$ cat src/rtl/lcs_pkg.sv
// Shared types and defaults for the LCS frame sequencer.
// State encoding plus the frame geometry the responder expects.
package lcs_pkg;

  localparam int LCS_FRAME_LEN   = 256;
  localparam int LCS_ADDR_W      = 9;
  localparam int LCS_ACK_TIMEOUT = 255;
  localparam int LCS_DATA_WAIT   = 32;
  localparam int LCS_REQ_LOW_MIN = 32;

  localparam logic [7:0] FILL_BYTE = 8'hFF;

  typedef enum logic [2:0] {
    IDLE,
    REQ,
    WAIT_ACK,
    SETTLE,
    RELEASE,
    GAP
  } lcs_state_t;

  function automatic int lcs_max3(
    input int a,
    input int b,
    input int c
  );
    int m;
    m = (a > b) ? a : b;
    return (m > c) ? m : c;
  endfunction

endpackage

$ cat src/rtl/lcs_sync2.sv
// Two-flop synchroniser for a single asynchronous control bit.
// Async active-low reset clears both stages.
module lcs_sync2 (
  input  logic clk,
  input  logic rst,
  input  logic i_d,
  output logic o_q
);

  logic r_meta;
  logic r_q;

  always_ff @(posedge clk or negedge rst) begin
    if (!rst) begin
      r_meta <= 1'b0;
      r_q    <= 1'b0;
    end else begin
      r_meta <= i_d;
      r_q    <= r_meta;
    end
  end

  assign o_q = r_q;

endmodule

$ cat src/rtl/lcs_frame_sequencer.sv
// Master-side LCS frame walker: one req/ack handshake per byte,
// captured bytes handed to the serializer one load at a time.
module lcs_frame_sequencer
  import lcs_pkg::*;
#(
  parameter int FRAME_LEN   = LCS_FRAME_LEN,
  parameter int ADDR_W      = LCS_ADDR_W,
  parameter int ACK_TIMEOUT = LCS_ACK_TIMEOUT,
  parameter int DATA_WAIT   = LCS_DATA_WAIT,
  parameter int REQ_LOW_MIN = LCS_REQ_LOW_MIN
) (
  input  logic              clk,
  input  logic              rst,
  input  logic              frame_start,
  output logic              req,
  input  logic              ack,
  output logic [ADDR_W-1:0] addr_lcs,
  input  logic [7:0]        data_in,
  output logic [7:0]        tx_data,
  output logic              tx_load,
  input  logic              tx_busy,
  output logic              frame_active,
  output logic              frame_done,
  output logic              timeout_err
);

  localparam int TMR_MAX =
    lcs_max3(ACK_TIMEOUT, DATA_WAIT, REQ_LOW_MIN);
  localparam int TW = $clog2(TMR_MAX + 1);

  localparam logic [TW-1:0] ACK_TO  = TW'(ACK_TIMEOUT);
  localparam logic [TW-1:0] DW_LAST = TW'(DATA_WAIT - 1);
  localparam logic [TW-1:0] LOW_MIN = TW'(REQ_LOW_MIN);
  localparam logic [TW-1:0] TMR_ONE = TW'(1);

  localparam logic [ADDR_W-1:0] LAST_ADDR = ADDR_W'(FRAME_LEN - 1);
  localparam logic [ADDR_W-1:0] ADDR_ONE  = ADDR_W'(1);

  logic w_ack_s;
  logic w_ack_rise;

  lcs_state_t        r_state;
  logic [TW-1:0]     r_tmr;
  logic [7:0]        r_byte;
  logic              r_ack_d;
  logic              r_req;
  logic [ADDR_W-1:0] r_addr;
  logic [7:0]        r_tx_data;
  logic              r_tx_load;
  logic              r_active;
  logic              r_done;
  logic              r_to;

  lcs_sync2 u_ack_sync (
    .clk (clk),
    .rst (rst),
    .i_d (ack),
    .o_q (w_ack_s)
  );

  assign w_ack_rise = w_ack_s & ~r_ack_d;

  always_ff @(posedge clk or negedge rst) begin
    if (!rst) begin
      r_state   <= IDLE;
      r_tmr     <= '0;
      r_byte    <= '0;
      r_ack_d   <= 1'b0;
      r_req     <= 1'b0;
      r_addr    <= '0;
      r_tx_data <= '0;
      r_tx_load <= 1'b0;
      r_active  <= 1'b0;
      r_done    <= 1'b0;
      r_to      <= 1'b0;
    end else begin
      r_ack_d   <= w_ack_s;
      r_tx_load <= 1'b0;
      r_done    <= 1'b0;
      r_to      <= 1'b0;
      unique case (r_state)
        IDLE: begin
          if (frame_start) begin
            r_active <= 1'b1;
            r_addr   <= '0;
            r_state  <= REQ;
          end
        end
        REQ: begin
          r_req   <= 1'b1;
          r_tmr   <= '0;
          r_state <= WAIT_ACK;
        end
        WAIT_ACK: begin
          // a real ack beats a timeout landing on the same cycle
          if (w_ack_rise) begin
            r_tmr   <= '0;
            r_state <= SETTLE;
          end else if (r_tmr == ACK_TO) begin
            r_req   <= 1'b0;
            r_byte  <= FILL_BYTE;
            r_to    <= 1'b1;
            r_tmr   <= '0;
            r_state <= RELEASE;
          end else begin
            r_tmr <= r_tmr + TMR_ONE;
          end
        end
        SETTLE: begin
          if (r_tmr == DW_LAST) begin
            r_byte  <= data_in;
            r_req   <= 1'b0;
            r_tmr   <= '0;
            r_state <= RELEASE;
          end else begin
            r_tmr <= r_tmr + TMR_ONE;
          end
        end
        RELEASE: begin
          if (r_tmr < LOW_MIN) begin
            r_tmr <= r_tmr + TMR_ONE;
          end
          if (!tx_busy) begin
            r_tx_data <= r_byte;
            r_tx_load <= 1'b1;
            r_state   <= GAP;
          end
        end
        GAP: begin
          // timer counts req-low time and saturates at the minimum
          if (r_tmr < LOW_MIN) begin
            r_tmr <= r_tmr + TMR_ONE;
          end
          if (r_tmr >= LOW_MIN && !w_ack_s) begin
            if (r_addr == LAST_ADDR) begin
              r_done   <= 1'b1;
              r_active <= 1'b0;
              r_addr   <= '0;
              r_state  <= IDLE;
            end else begin
              r_addr  <= r_addr + ADDR_ONE;
              r_state <= REQ;
            end
          end
        end
        default: begin
          r_req   <= 1'b0;
          r_state <= IDLE;
        end
      endcase
    end
  end

  assign req          = r_req;
  assign addr_lcs     = r_addr;
  assign tx_data      = r_tx_data;
  assign tx_load      = r_tx_load;
  assign frame_active = r_active;
  assign frame_done   = r_done;
  assign timeout_err  = r_to;

endmodule

$ cat config.mk
export PLATFORM = sky130hd
export DESIGN_NAME = lcs_frame_sequencer
export DESIGN_NICKNAME = d
export VERILOG_FILES = /design/src/rtl/lcs_pkg.sv /design/src/rtl/lcs_sync2.sv /design/src/rtl/lcs_frame_sequencer.sv
export SDC_FILE = /design/constraint.sdc
export NUM_CORES = 1
export LEC_CHECK = 0
export ABC_AREA = 0
export CORE_MARGIN = 2
export CORE_UTILIZATION = 25
export DETAILED_ROUTE_END_ITERATION = 7
export HOLD_SLACK_MARGIN = 0.02
export PLACE_DENSITY = 0.47
export SLEW_MARGIN = 20
export SYNTH_ARGS = -nofsm -noshare
export SYNTH_HDL_FRONTEND = slang
export SYNTH_HIERARCHICAL = 1
export SYNTH_SLANG_ARGS = --single-unit
$ cat constraint.sdc
create_clock -name clk -period 4 [get_ports clk]
set_input_delay 1 -clock clk [delete_from_list [all_inputs] [get_ports clk]]
set_output_delay 1 -clock clk [all_outputs]
set_load 0.005 [all_outputs]
# After elaboration in Yosys (flattened, before gate mapping)
# Cells that the tools add are included.
dict set report word_totals {
  word_cells 90
  input_bits 13
  out_inout_bits 22
  reg_bits 44
}
dict set report classes {
  eq_ne 17
  order_cmp 2
  bitwise 4
  n_reduce_logical 15
  muxes 37
  n_addsub 2
}
# op count
set op_table {}
lappend op_table {{$mux W8} 7}
lappend op_table {{$pmux W8 S4} 1}
lappend op_table {{$mux W9} 3}
lappend op_table {{$mux W3} 6}
lappend op_table {{$pmux W3 S6} 1}
lappend op_table {{$pmux W9 S2} 1}
lappend op_table {{$pmux W8 S2} 1}
lappend op_table {{$mux W1} 15}
lappend op_table {{$ne A2 B2 Y1 const B} 7}
lappend op_table {{$reduce_and A4 Y1} 3}
lappend op_table {{$add A9 B1 Y9 const B} 1}
lappend op_table {{$eq A9 B8 Y1 const B} 1}
lappend op_table {{$add A8 B1 Y8 const B} 1}
lappend op_table {{$eq A8 B5 Y1 const B} 1}
lappend op_table {{$eq A8 B8 Y1 const B} 1}
lappend op_table {{$ge A8 B6 Y1 const B} 1}
lappend op_table {{$lt A8 B6 Y1 const B} 1}
lappend op_table {{$eq A3 B2 Y1 const B} 2}
lappend op_table {{$eq A3 B3 Y1 const B} 2}
lappend op_table {{$reduce_and A5 Y1} 1}
lappend op_table {{$pmux W1 S4} 1}
lappend op_table {{$reduce_and A2 Y1} 2}
lappend op_table {{$reduce_bool A2 Y1} 2}
lappend op_table {{$reduce_bool A4 Y1} 1}
lappend op_table {{other kinds (12)} 14}

# Depth between registers and ports, before layout
dict set report depth {
  ltp_word 4
  depth_mapped 8
  ltp_nobuf 6
}

# Modules after synthesis
# Netlist, hierarchy kept.
# mod seq_area_each_um2 cells_per_inst area_each_um2 n_inst
set modules_own_cells {}
lappend modules_own_cells {lcs_frame_sequencer 1051.0 216 2203.4 1}
lappend modules_own_cells {lcs_sync2 50.0 2 50.0 1}

# Least setup slack after synthesis
# Ideal clock, no wire load.
dict set report synth_path {
  path_type {input -> register}
  from {input frame_start}
  to {register r_addr[6], in the netlist addr_lcs[6]}
  arrival_ns 1.900
  slack_ns 1.970
  path_buffers 0
  t_required_ns 3.870
  cell_stages 5
  setup_time_ns 0.130
  path_cell_list {or4b_1 > o31ai_2 > nand4_1 > xor2_1 > nor2_1}
}
dict set report synth_between {
  elab_chain_len 2
}
# item line
set synth_rtl {}
lappend synth_rtl {{from (decl)} lcs_frame_sequencer.sv:14} ;# input logic frame_start,
lappend synth_rtl {{$ne A2 B2 Y1 (no source line)} --}
lappend synth_rtl {{$reduce_and A3 Y1 (no source line)} --}
lappend synth_rtl {{to (signal assigned)} lcs_frame_sequencer.sv:141} ;# r_addr <= r_addr + ADDR_ONE;
lappend synth_rtl {{to (decl)} lcs_frame_sequencer.sv:47} ;# logic [ADDR_W-1:0] r_addr;
# Every way passes these cells.
# A chain may end at the register's enable or synchronous reset.

# Worst setup path in the final report
dict set report layout_path {
  from {input frame_start}
  to {register r_addr[4], in the netlist addr_lcs[4]}
}
# Same word-level chain as after synthesis.

==> impl_metrics.json <==
{
  "status": "completed",
  "cts_tree": "yes",
  "cp.required_ns": 4.23,
  "yosysWarnings": 6,
  "path_buf_inv": 1,
  "synthMuxAreaShare": 0.0400,
  "skew_ns": 0.00547,
  "slew-limit-headroom": 0.363,
  "fmaxAchievable_mhz": 432,
  "design_area_mm2": 0.00276,
  "io_buffer_count": 34,
  "synth-adder-area-share": 0.0167,
  "internal_power_mw": 0.937,
  "synth_compound_area_frac": 0.180,
  "pwr-share-comb": 0.367,
  "die_x_um": 98.9,
  "num-fill-cells": 899,
  "ir_drop_v": 0.000303,
  "synth-edff-count": 0,
  "crit_cells": 6,
  "max_cap_viol_count": 0,
  "powerDensity_mw_per_mm2": 533,
  "placed_area_mm2": 0.00266,
  "final_common_cell": "dfrtp_1",
  "rsz0062_at_grt": "no",
  "finalMaxSlewViolations": 0,
  "grt_pass1_wl_um": 8450,
  "fin_crit_ns": 2.32,
  "grt_overflow_total": 0,
  "ys_seq_elements": 44,
  "reg2reg_depth": 5,
  "core_mm2": 0.00872,
  "drc": 0,
  "p_leak_nw": 1.07,
  "syn_avg_cell_area_um2": 10.3,
  "synthCells": 218,
  "start_util": 0.258,
  "slowest_stage": "clkdlybuf4s50_1",
  "postCtsHoldBufs": 0,
  "seqPwrFrac": 0.436,
  "firstDrtPassIters": 4,
  "power.switching_mw": 0.533,
  "clk_pin_slew_worst_paths_ns": 0.08,
  "h-tree-depth": 2,
  "ys.flop_type": "dfrtp_1",
  "gp_congestion": 0.741,
  "finalCritPeriodShare": 0.579,
  "ios": 35,
  "wl_per_cell_um": 13.2,
  "hold_depth": 0,
  "cts_setup_buffers": 0,
  "netlist_area_mm2": 0.00225,
  "finalSetupViolCount": 0,
  "crit_path_start": "frame_start",
  "antennaDiodeCount": 0,
  "worst_setup_path_start_kind": "input port",
  "cp_data_arrival_time_ns": 2.55,
  "critPathKind": "in2reg",
  "synth-simple-area-share": 0.217,
  "dp_hpwl_um": 3310,
  "vias": 1691,
  "synthToLayoutAreaGrowth_pct": 22.4,
  "insertion_delay_ns": 0.29,
  "cts-root-buf": "clkbuf_8",
  "final_cells": 359,
  "end_kind": "flip-flop",
  "antenna_found_initial": 0,
  "dp_slack_ns": 1.37,
  "swShare": 0.363,
  "clk_path_buf_depth": 2,
  "ys_seq_area_frac": 0.489,
  "clockPowerShare": 0.197,
  "final_layout_size_suffix_gt1_frac": 0.139,
  "cts_sinks": 44,
  "grt_pass1_vias": 1734,
  "hp-class": "reg2reg",
  "dp.cells": 351,
  "finalSetupTns_ns": 0,
  "hold_viol": 0,
  "final_antenna_net_count": 0,
  "crit_family": "simple AND/OR/NAND/NOR gates",
  "via_per_inst": 4.71,
  "grt_max_degree": 45,
  "synth_top_family_by_area": "simple AND/OR/NAND/NOR gates",
  "tightest_slew_ns": 0.952,
  "async_flop_share": 1.00,
  "dieArea_mm2": 0.00979,
  "ctsResizeCount": 0,
  "drt_iter0_markers": 42,
  "cp_cell_sequence": "clkdlybuf4s50_1 > or4b_1 > o31ai_2 > nand4_1 > xor2_1 > nor2_1",
  "final_nets": 266,
  "cp_max_fo": 6,
  "r2r-start": "r_state[1]",
  "cts_buffers": 5,
  "syn_nets": 234,
  "yosys.area_share.xor_xnor": 0.0194,
  "fin_ws_ns": 1.68,
  "slowest_delay_ns": 0.50,
  "rows": 34,
  "layout_common_cells": "44 x dfrtp_1, 33 x clkdlybuf4s50_1, 32 x nor2_1",
  "wl_um": 4750,
  "worstHoldStart": "u_ack_sync/r_meta",
  "grt_use_total": 0.104,
  "yosysUniqueCellTypes": 54,
  "die_h_um": 98.9
}
## metrics by stage
stage / hold slack, ns / utilization / total power, mW
final: 0.354 / 0.316 / 1.47
after global routing: 0.369 / 0.316 / 1.59
after CTS: 0.356 / 0.316 / 1.50
after detailed placement: 0.336 / 0.305 / 1.20
after global placement: 0.333 / 0.305 / 1.20
after floorplan: 0.331 / - / 1.01
## worst reg2reg max path: cells and delay by family, from the launching register on
family	cells	cell delay [ns]
flip-flops	1	0.72
AND/OR/NAND/NOR	2	0.35
AO/OA/AOI/OAI	3	1.01
## layout make-up
type                            count  area, um^2  area share
Tap cell                          108         135      0.0490
Timing Repair Buffer               34         338       0.123
Sequential cell                    44        1100       0.399
Clock buffer                        6        82.6      0.0299
Multi-Input combinational cell    158        1060       0.386
Clock inverter                      2        10.0     0.00363
Inverter                            7        26.3     0.00953
## cell families after synthesis
logic type	Yosys count
AO/OA/AOI/OAI	55
XOR/XNOR	5
adder cells (fa/ha/maj)	3
multiplexers	8
buffers and inverters	16
AND/OR/NAND/NOR	87
flip-flops	44
## path summary, 6_finish.rpt
path | endpoint | slack [ns]
worst max-delay path | addr_lcs[4] | 1.68
max in group asynchronous | r_tmr[3] | 2.91
worst min register to register | u_ack_sync/o_q | 0.35
worst max register to register | r_tmr[4] | 1.80
worst min-delay path | u_ack_sync/o_q | 0.35
min in group asynchronous | addr_lcs[8] | 0.70
## registers in the layout, summed over array words and instances, names as in the netlist
name and cells:
addr_lcs 9, frame_active 1, frame_done 1, r_ack_d 1
r_byte 8, r_state 3, r_tmr 8, req 1
timeout_err 1, tx_data 8, tx_load 1, u_ack_sync/o_q 1
u_ack_sync/r_meta 1
## synthesized netlist by cell type (2+ instances only)
cell / count / share of area
o211ai_1: 3 / 0.010
nand4_1: 3 / 0.0083
ha_1: 3 / 0.017
buf_2: 4 / 0.0089
a32oi_1: 2 / 0.0078
o31ai_2: 2 / 0.011
mux2_2: 8 / 0.040
nor2b_1: 2 / 0.0056
nand3_1: 7 / 0.016
xor2_1: 2 / 0.0078
buf_6: 2 / 0.010
xnor2_1: 3 / 0.012
a31oi_1: 4 / 0.011
dfrtp_1: 44 / 0.49
nand2b_1: 3 / 0.0083
a21oi_1: 14 / 0.031
a2bb2oi_2: 2 / 0.013
nor3_4: 3 / 0.022
nor3_1: 6 / 0.013
nor2_1: 32 / 0.053
nand2_1: 15 / 0.025
inv_1: 7 / 0.012
o21ai_0: 11 / 0.024
buf_4: 2 / 0.0067
o31ai_1: 5 / 0.017
## layer usage
metal,vias up,part of all wire,track usage
met5,-,0,0
met4,0,0.011,0.0253
met3,6,0.035,0.0248
met2,31,0.47,0.169
met1,807,0.49,0.142
li1,847,-,-
## power by group through the flow
stage                     combinational, mW  sequential [mW]  clock (mW)
final                                 0.540            0.641       0.289
after global routing                  0.606            0.659       0.321
after floorplan                       0.430            0.583           0
after global placement                0.550            0.652           0
after detailed placement              0.547            0.650           0
after CTS                             0.550            0.643       0.307
Power figures use the tool's default switching activity.
